**src/rtl/piano_voice_allocator.sv**
```systemverilog
`default_nettype none
// ============================================================================
//  Module      : piano_voice_allocator
//  Description : Reads press/release event pairs from the UART RX FIFO,
//                assigns key characters to voice slots and echoes presses.
//  Revision    : 1.0 - initial release
// ============================================================================
module piano_voice_allocator #(
    parameter int         NUM_VOICES = 4,
    parameter logic [7:0] ID_PRESS   = 8'h80,
    parameter logic [7:0] ID_RELEASE = 8'h81
) (
    input  logic                    clk,
    input  logic                    rst,
    input  logic [7:0]              ua_rx_dout,
    input  logic                    ua_rx_empty,
    output logic                    ua_rx_rd_en,
    output logic [7:0]              ua_tx_din,
    output logic                    ua_tx_wr_en,
    input  logic                    ua_tx_full,
    output logic [NUM_VOICES-1:0]   voice_active,
    output logic [8*NUM_VOICES-1:0] voice_addr,
    output logic [2:0]              steal_ptr
);

    localparam logic [2:0] c_last_slot = 3'(NUM_VOICES - 1);

    typedef enum logic [2:0] {
        S_IDLE    = 3'd0,
        S_WAIT_ID = 3'd1,
        S_DEC_ID  = 3'd2,
        S_RD_CHR  = 3'd3,
        S_WAIT_CH = 3'd4,
        S_APPLY   = 3'd5,
        S_ECHO    = 3'd6
    } state_t;

    state_t                  r_state;
    state_t                  w_state_nxt;
    logic                    r_rd_en;
    logic                    w_rd_en_nxt;
    logic                    r_mode_press;
    logic                    w_mode_nxt;
    logic [7:0]              r_char;
    logic [NUM_VOICES-1:0]   r_voice_active;
    logic [NUM_VOICES-1:0]   w_active_nxt;
    logic [8*NUM_VOICES-1:0] r_voice_addr;
    logic [8*NUM_VOICES-1:0] w_addr_nxt;
    logic [2:0]              r_steal_ptr;
    logic [2:0]              w_steal_nxt;
    logic [NUM_VOICES-1:0]   w_hit;
    logic [NUM_VOICES-1:0]   w_free_sel;
    logic                    w_any_free;

    // Registered read strobe: the FIFO pops at the end of the pulse cycle,
    // so dout is valid in DEC_ID / APPLY.
    always_ff @(posedge clk) begin
        if (rst) begin
            r_state      <= S_IDLE;
            r_rd_en      <= 1'b0;
            r_mode_press <= 1'b0;
        end else begin
            r_state      <= w_state_nxt;
            r_rd_en      <= w_rd_en_nxt;
            r_mode_press <= w_mode_nxt;
        end
    end

    always_comb begin
        w_state_nxt = r_state;
        w_rd_en_nxt = 1'b0;
        w_mode_nxt  = r_mode_press;
        case (r_state)
            S_IDLE: begin
                if (!ua_rx_empty) begin
                    w_rd_en_nxt = 1'b1;
                    w_state_nxt = S_WAIT_ID;
                end
            end
            S_WAIT_ID: w_state_nxt = S_DEC_ID;
            S_DEC_ID: begin
                if (ua_rx_dout == ID_PRESS) begin
                    w_mode_nxt  = 1'b1;
                    w_state_nxt = S_RD_CHR;
                end else if (ua_rx_dout == ID_RELEASE) begin
                    w_mode_nxt  = 1'b0;
                    w_state_nxt = S_RD_CHR;
                end else begin
                    w_state_nxt = S_IDLE;
                end
            end
            S_RD_CHR: begin
                if (!ua_rx_empty) begin
                    w_rd_en_nxt = 1'b1;
                    w_state_nxt = S_WAIT_CH;
                end
            end
            S_WAIT_CH: w_state_nxt = S_APPLY;
            S_APPLY:   w_state_nxt = r_mode_press ? S_ECHO : S_IDLE;
            S_ECHO: begin
                if (!ua_tx_full) w_state_nxt = S_IDLE;
            end
            default:   w_state_nxt = S_IDLE;
        endcase
    end

    generate
        for (genvar v = 0; v < NUM_VOICES; v++) begin : g_slot
            assign w_hit[v] = r_voice_active[v] && (r_voice_addr[8*v +: 8] == ua_rx_dout);
        end
    endgenerate

    always_comb begin
        w_active_nxt = r_voice_active;
        w_addr_nxt   = r_voice_addr;
        w_steal_nxt  = r_steal_ptr;
        w_free_sel   = '0;
        w_any_free   = 1'b0;
        for (int v = 0; v < NUM_VOICES; v++) begin
            if (!r_voice_active[v] && !w_any_free) begin
                w_free_sel[v] = 1'b1;
                w_any_free    = 1'b1;
            end
        end
        if (r_state == S_APPLY) begin
            if (r_mode_press) begin
                // A key already sounding keeps its slot; otherwise fill or steal.
                if (w_hit == '0) begin
                    for (int v = 0; v < NUM_VOICES; v++) begin
                        if (w_any_free ? w_free_sel[v] : (3'(v) == r_steal_ptr)) begin
                            w_active_nxt[v]        = 1'b1;
                            w_addr_nxt[8*v +: 8]   = ua_rx_dout;
                        end
                    end
                    if (!w_any_free) begin
                        w_steal_nxt = (r_steal_ptr == c_last_slot) ? 3'd0 : r_steal_ptr + 3'd1;
                    end
                end
            end else begin
                w_active_nxt = r_voice_active & ~w_hit;
            end
        end
    end

    always_ff @(posedge clk) begin
        if (rst) begin
            r_voice_active <= '0;
            r_voice_addr   <= '0;
            r_steal_ptr    <= 3'd0;
            r_char         <= 8'd0;
        end else begin
            r_voice_active <= w_active_nxt;
            r_voice_addr   <= w_addr_nxt;
            r_steal_ptr    <= w_steal_nxt;
            if (r_state == S_APPLY) r_char <= ua_rx_dout;
        end
    end

    assign ua_rx_rd_en  = r_rd_en;
    assign ua_tx_din    = r_char;
    assign ua_tx_wr_en  = (r_state == S_ECHO) && !ua_tx_full;
    assign voice_active = r_voice_active;
    assign voice_addr   = r_voice_addr;
    assign steal_ptr    = r_steal_ptr;

endmodule
`default_nettype wire

```
**config.mk**
```make
export PLATFORM = sky130hd
export DESIGN_NAME = piano_voice_allocator
export DESIGN_NICKNAME = d
export VERILOG_FILES = /design/src/rtl/piano_voice_allocator.sv
export SDC_FILE = /design/constraint.sdc
export NUM_CORES = 1
export LEC_CHECK = 0
export BUFFER_PORTS_ARGS = -buffer_cell sky130_fd_sc_hd__buf_4
export CAP_MARGIN = 0
export CORE_UTILIZATION = 61
export CTS_BUF_LIST = sky130_fd_sc_hd__clkbuf_4
export CTS_CLUSTER_SIZE = 14
export DETAILED_ROUTE_END_ITERATION = 10
export PLACE_DENSITY = 0.87
export REMOVE_ABC_BUFFERS = 1
export SYNTH_ARGS = -nofsm -noshare
export SYNTH_HDL_FRONTEND = slang
export SYNTH_SLANG_ARGS = --single-unit
```
**constraint.sdc**
```tcl
create_clock -name clk -period 5.6 [get_ports clk]
set_clock_uncertainty 0.2 [all_clocks]
set_input_delay 1.12 -clock clk [delete_from_list [all_inputs] [get_ports clk]]
set_output_delay 1.12 -clock clk [all_outputs]
set_load 0.005 [all_outputs]
```
# Word level (Yosys, flattened, before mapping)

Index checks and enable logic that the tools add are counted.

Add/sub/neg operators: 1
Equal/unequal tests: 24
Muxes and demuxes: 28
Bitwise operators: 4
Reductions and logical operators: 31

Operators with widths:

| kind                                                                    | count |
|---|---|
| 8-bit equality test                                                     | 4 |
| 3-bit case mux with 7 select lines                                      | 1 |
| 4-bit AND reduction                                                     | 5 |
| 1-bit 2-to-1 mux                                                        | 18 |
| 8-bit equality test, second input constant                              | 2 |
| 3-bit 2-to-1 mux                                                        | 5 |
| 3-bit AND reduction                                                     | 5 |
| 2-bit by 1-bit inequality test with 1-bit output, second input constant | 5 |
| 3-bit by 2-bit equality test with 1-bit output, second input constant   | 3 |
| 3-bit equality test, second input constant                              | 3 |
| 1-bit logical AND                                                       | 8 |
| 4-bit 2-to-1 mux                                                        | 2 |
| 2-bit by 3-bit equality test with 1-bit output, first input constant    | 2 |
| 1-bit zero test                                                         | 6 |
| 3-bit zero test                                                         | 2 |
| 2-bit inequality test, second input constant                            | 3 |
| 4-bit AND                                                               | 1 |
| 4-bit zero test                                                         | 1 |
| 2-bit 2-to-1 mux                                                        | 2 |
| 4-bit NOT                                                               | 1 |
| 2-bit OR reduction                                                      | 2 |
| 3-bit by 1-bit adder with 3-bit output, second input constant           | 1 |
| 1-bit by 3-bit equality test with 1-bit output, first input constant    | 1 |
| 3-bit by 1-bit equality test with 1-bit output, second input constant   | 1 |
| 3 further kinds                                                         | 4 |

Bits in registers: 52
Input bits: 12
Output and inout port bits: 49
Word-level logic and storage cells: 101

# Longest topological paths before layout

Word-level depth: 13
Depth in mapped cells: 8
Depth with buffers taken out: 6

# Least setup slack after synthesis

Ideal clock, no wire load.

Kind: input to register
Start point: input port ua_rx_dout[1]
End point: register r_voice_addr[16], in the netlist voice_addr[16]
Setup time: 0.072 ns
Arrival: 2.459 ns
Required time: 5.328 ns
Setup slack: 2.869 ns
Cell stages on the path: 8
Buffers on the path: 2
Path through: buf_6 > xor2_2 > nor4_1 > nand3_1 > and2_4 > nand4_2 > buf_6 > mux2i_1

Word-level cells in the longest chain between the ends: 4
Elaborated cells on any way between the ends: 10
Classes of those cells: 4 x eq/ne; 6 x reduce/logical

Ends and longest elaborated chain:

| what                                     | line | source |
|---|---|---|
| start: declaration                       | 15   | `input logic [7:0] ua_rx_dout,` |
| 8-bit equality test                      | 109  | `assign w_hit[v] = r_voice_active[v] && (r_voice_addr[8*v +: 8] == ua_rx_dout);` |
| 1-bit logical AND                        | 109  |  |
| 4-bit zero test (*)                      | 128  | `if (w_hit == '0) begin` |
| 4-bit AND reduction (no source line) (*) | --   |  |
| end signal: assignment                   | 153  | `r_voice_addr <= w_addr_nxt;` |
| end: declaration                         | 47   | `logic [8*NUM_VOICES-1:0] r_voice_addr;` |

Every way passes the cells marked *; elsewhere a longest branch is shown, timed or not.
A chain may end at the register's enable or synchronous reset.

# Final worst setup path

Start point: register r_state[1]
End point: output port ua_tx_wr_en

Word-level cells in the longest chain between the ends: 2

Ends and longest elaborated chain:

| what                     | line | source |
|---|---|---|
| start: declaration       | 38   | `state_t r_state;` |
| start signal: assignment | 63   | `r_state <= w_state_nxt;` |
| 3-bit equality test      | 161  | `assign ua_tx_wr_en = (r_state == S_ECHO) && !ua_tx_full;` |
| 1-bit logical AND        | 161  |  |
| end: declaration         | 19   | `output logic ua_tx_wr_en,` |

No other way between the ends.

==> results.sh <==
export IMPL_track_usage_pct=27.3
export IMPL_htreeDepth=2
export IMPL_clk_path_buf_depth=2
export IMPL_whs_path_depth=2
export IMPL_fin_setup_tns_ps=0
export IMPL_hpwl_um=4460
export IMPL_synthTopCellsByArea="dfxtp_1, mux2i_1, nand2b_1"
export IMPL_cts_root_buf="clkbuf_4"
export IMPL_io_buffers=60
export IMPL_syn_inst=288
export IMPL_synth_cell_types=41
export IMPL_viasPerCell=5.69
export IMPL_drt_wl_total_um=6160
export IMPL_leakagePower_nw=1.52
export IMPL_hold_end="steal_ptr[2]$_SDFFE_PP0P_"
export IMPL_rows=24
export IMPL_cp_end_kind="primary output"
export IMPL_rsz0062_at_grt="no"
export IMPL_hp_class="reg -> reg"
export IMPL_fill_cells=333
export IMPL_grt_pass1_vias=2030
export IMPL_ant_nets=0
export IMPL_drtIter0Drc=191
export IMPL_synth_area_um2=2780
export IMPL_grt_max_degree=61
export IMPL_path_cells="nor2b_1, nand2_1, nor2_1, buf_4"
export IMPL_post_route_period_util_pct=49.7
export IMPL_dp_cells=379
export IMPL_timing_fmax_mhz=360
export IMPL_final_cells=387
export IMPL_crit_fanout=10
export IMPL_globalRouteOverflowTotal=0
export IMPL_r2r_start="r_state[0]$_SDFFE_PP0P_"
export IMPL_clkSinkCount=52
export IMPL_synth_avg_cell_area_um2=9.66
export IMPL_maxCapViolations=0
export IMPL_reg2reg_depth=6
export IMPL_die_h_um=69.5
export IMPL_crit_buf_inv=1
export IMPL_ctsResizeCount=0
export IMPL_status="finished clean"
export IMPL_wl_per_cell_um=15.9
export IMPL_synth_top_area_cell="dfxtp_1"
export IMPL_drtPass1Iterations=4
export IMPL_grt_pass1_wl_um=10300
export IMPL_synth_edff_count=0
export IMPL_cts_setup_buffers=0
export IMPL_grt_antenna_before_repair=0
export IMPL_worst_pin_slew_ps=552
export IMPL_start_kind="flop"
export IMPL_cts_hold_fix_buffers=0
export IMPL_cpLargestDelayFamily="flip-flops"
export IMPL_maxSlewHeadroom_pct=63.1
export IMPL_final_util_pct=73.6
export IMPL_seq_area_frac_synth_pct=37.4
export IMPL_n_antenna_cell=0
export IMPL_core_area_um2=4380
export IMPL_tritoncts="built"
export IMPL_finalNetCount=350
export IMPL_synthToLayoutAreaGrowth_pct=16.0
export IMPL_slowest_delay_ps=530
export IMPL_arrival_ps=1460
export IMPL_clk_latency_ps=390
export IMPL_synth_top_cell_area_share_pct=37.4
export IMPL_die_area_um2=4840
export IMPL_post_place_ws_ps=2430
export IMPL_final_max_slew_viol_count=0
export IMPL_ios=61
export IMPL_synthArstFlopShare_pct=0
export IMPL_vias=2201
export IMPL_r2r_slack_ps=3290
export IMPL_finalSetupViolations=0
export IMPL_drcViolationCount=0
export IMPL_powerDensity_nw_per_um2=199
export IMPL_min_delay_start="steal_ptr[2]$_SDFFE_PP0P_"
export IMPL_worst_slack_ps=2820
export IMPL_hold_viol_final=0
export IMPL_r2r_end="voice_addr[24]$_SDFFE_PP0P_"
export IMPL_drive_above_1_share_pct=25.4
export IMPL_start_util_pct=63.5
export IMPL_yosys_warnings=0
export IMPL_period_needed_ps=2780
export IMPL_cts_made_buffers=5
export IMPL_peakVddDrop_mv=0.117
export IMPL_cpMaxStageDelayCell="dfxtp_1"
export IMPL_path_class="reg -> out"
export IMPL_synth_seq_cells=52
export IMPL_dieWidth_um=69.5
export IMPL_crit_required_ps=4280
export IMPL_place_congestion=0.918
export IMPL_clk_pin_slew_ps=150
export IMPL_synth_main_ff_cell="dfxtp_1"
-- through the flow --
stage	hold slack, ps	power [mW]	cell area, µm²
final	292	0.643	3230
after global routing	337	0.666	3230
after CTS	297	0.646	3230
after detailed placement	279	0.429	3140
after global placement	261	0.429	3140
after floorplan	259	0.404	2630
-- registers in the layout, indices dropped and copies added, names as in the netlist --
signal,cells
r_mode_press,1
r_state,3
steal_ptr,3
ua_rx_rd_en,1
ua_tx_din,8
voice_active,4
voice_addr,32
-- worst max path at each step --
| stage | startpoint | slack [ps] | end | depth (start not counted) |
|---|---|---|---|---|
| floorplan | ua_rx_dout[2] | 2970 | voice_addr[16]$_SDFFE_PP0P_ | 6 |
| global placement | ua_rx_dout[1] | 2510 | voice_addr[10]$_SDFFE_PP0P_ | 7 |
| detailed placement | ua_rx_dout[1] | 2430 | voice_addr[13]$_SDFFE_PP0P_ | 7 |
| CTS | r_state[1]$_SDFFE_PP0P_ | 2810 | ua_tx_wr_en | 4 |
| global route | r_state[1]$_SDFFE_PP0P_ | 2680 | ua_tx_wr_en | 4 |
| finish | r_state[1]$_SDFFE_PP0P_ | 2820 | ua_tx_wr_en | 4 |
-- layer usage --
| layer | track usage, % | wire, µm | vias up |
|---|---|---|---|
| li1 | - | - | 1071 |
| met1 | 35.8 | 2740 | 1042 |
| met2 | 43.8 | 2960 | 76 |
| met3 | 6.54 | 339 | 12 |
| met4 | 9.75 | 114 | 0 |
| met5 | 0 | 0 | - |
-- where the power goes --
part / switching [mW] / internal, mW / total, mW
Clock: 0.126 / 0.0955 / 0.221
Sequential: 0.00248 / 0.372 / 0.374
Combinational: 0.0269 / 0.0208 / 0.0477
-- logic make-up (layout without fill, tap and decap cells) --
logic type / after synthesis / after routing / synth area share [%]
buf+inv: 26 / 73 / 6.25
mux: 40 / 40 / 14.4
fa+ha+maj: 4 / 4 / 1.80
compound gates: 27 / 27 / 5.85
simple gates: 106 / 106 / 23.7
flops: 52 / 52 / 37.4
xor+xnor: 33 / 33 / 10.7
-- Yosys cell counts, drive strengths merged, types with 2 or more instances --
cell and number:
nand4 7, and4b 2, nand3 7, ha 4, nor4 7, nand2b 40
dfxtp 52, o21ai 8, buf 13, nor3 4, or2 2, nor2b 4
nand4b 2, mux2i 40, clkbuf 8, nor2 14, nand2 11, inv 5
a21oi 14, xor2 25, xnor2 8
-- layout make-up --
cell class / instances / area (µm²) / area share, %
Multi-Input combinational cell: 210 / 1570 / 48.6
Sequential cell: 52 / 1040 / 32.3
Timing Repair Buffer: 60 / 450 / 14.0
Tap cell: 52 / 65.1 / 2.02
Clock inverter: 3 / 46.3 / 1.43
Clock buffer: 5 / 37.5 / 1.16
Inverter: 5 / 18.8 / 0.582
-- placed cells by master (no fill, tap or decap), types with 2 or more instances in the layout --
cell type,instances
a21oi_1,13
mux2i_1,40
inv_1,5
nand2_1,11
o21ai_0,8
nor4_2,2
nor4_1,5
buf_4,60
or2_2,2
nand2b_1,40
clkbuf_4,5
nand4_2,3
ha_1,4
nand3_1,6
xnor2_1,8
xor2_1,24
nor2b_1,4
nor2_1,14
dfxtp_1,52
nand4_1,4
nor3_1,4
-- worst min-delay path, cell delays in order (launching register included) --
cell	delay, ps
dfxtp_1	360
inv_1	70
a311oi_1	40
(Power assumes the default switching activity.)
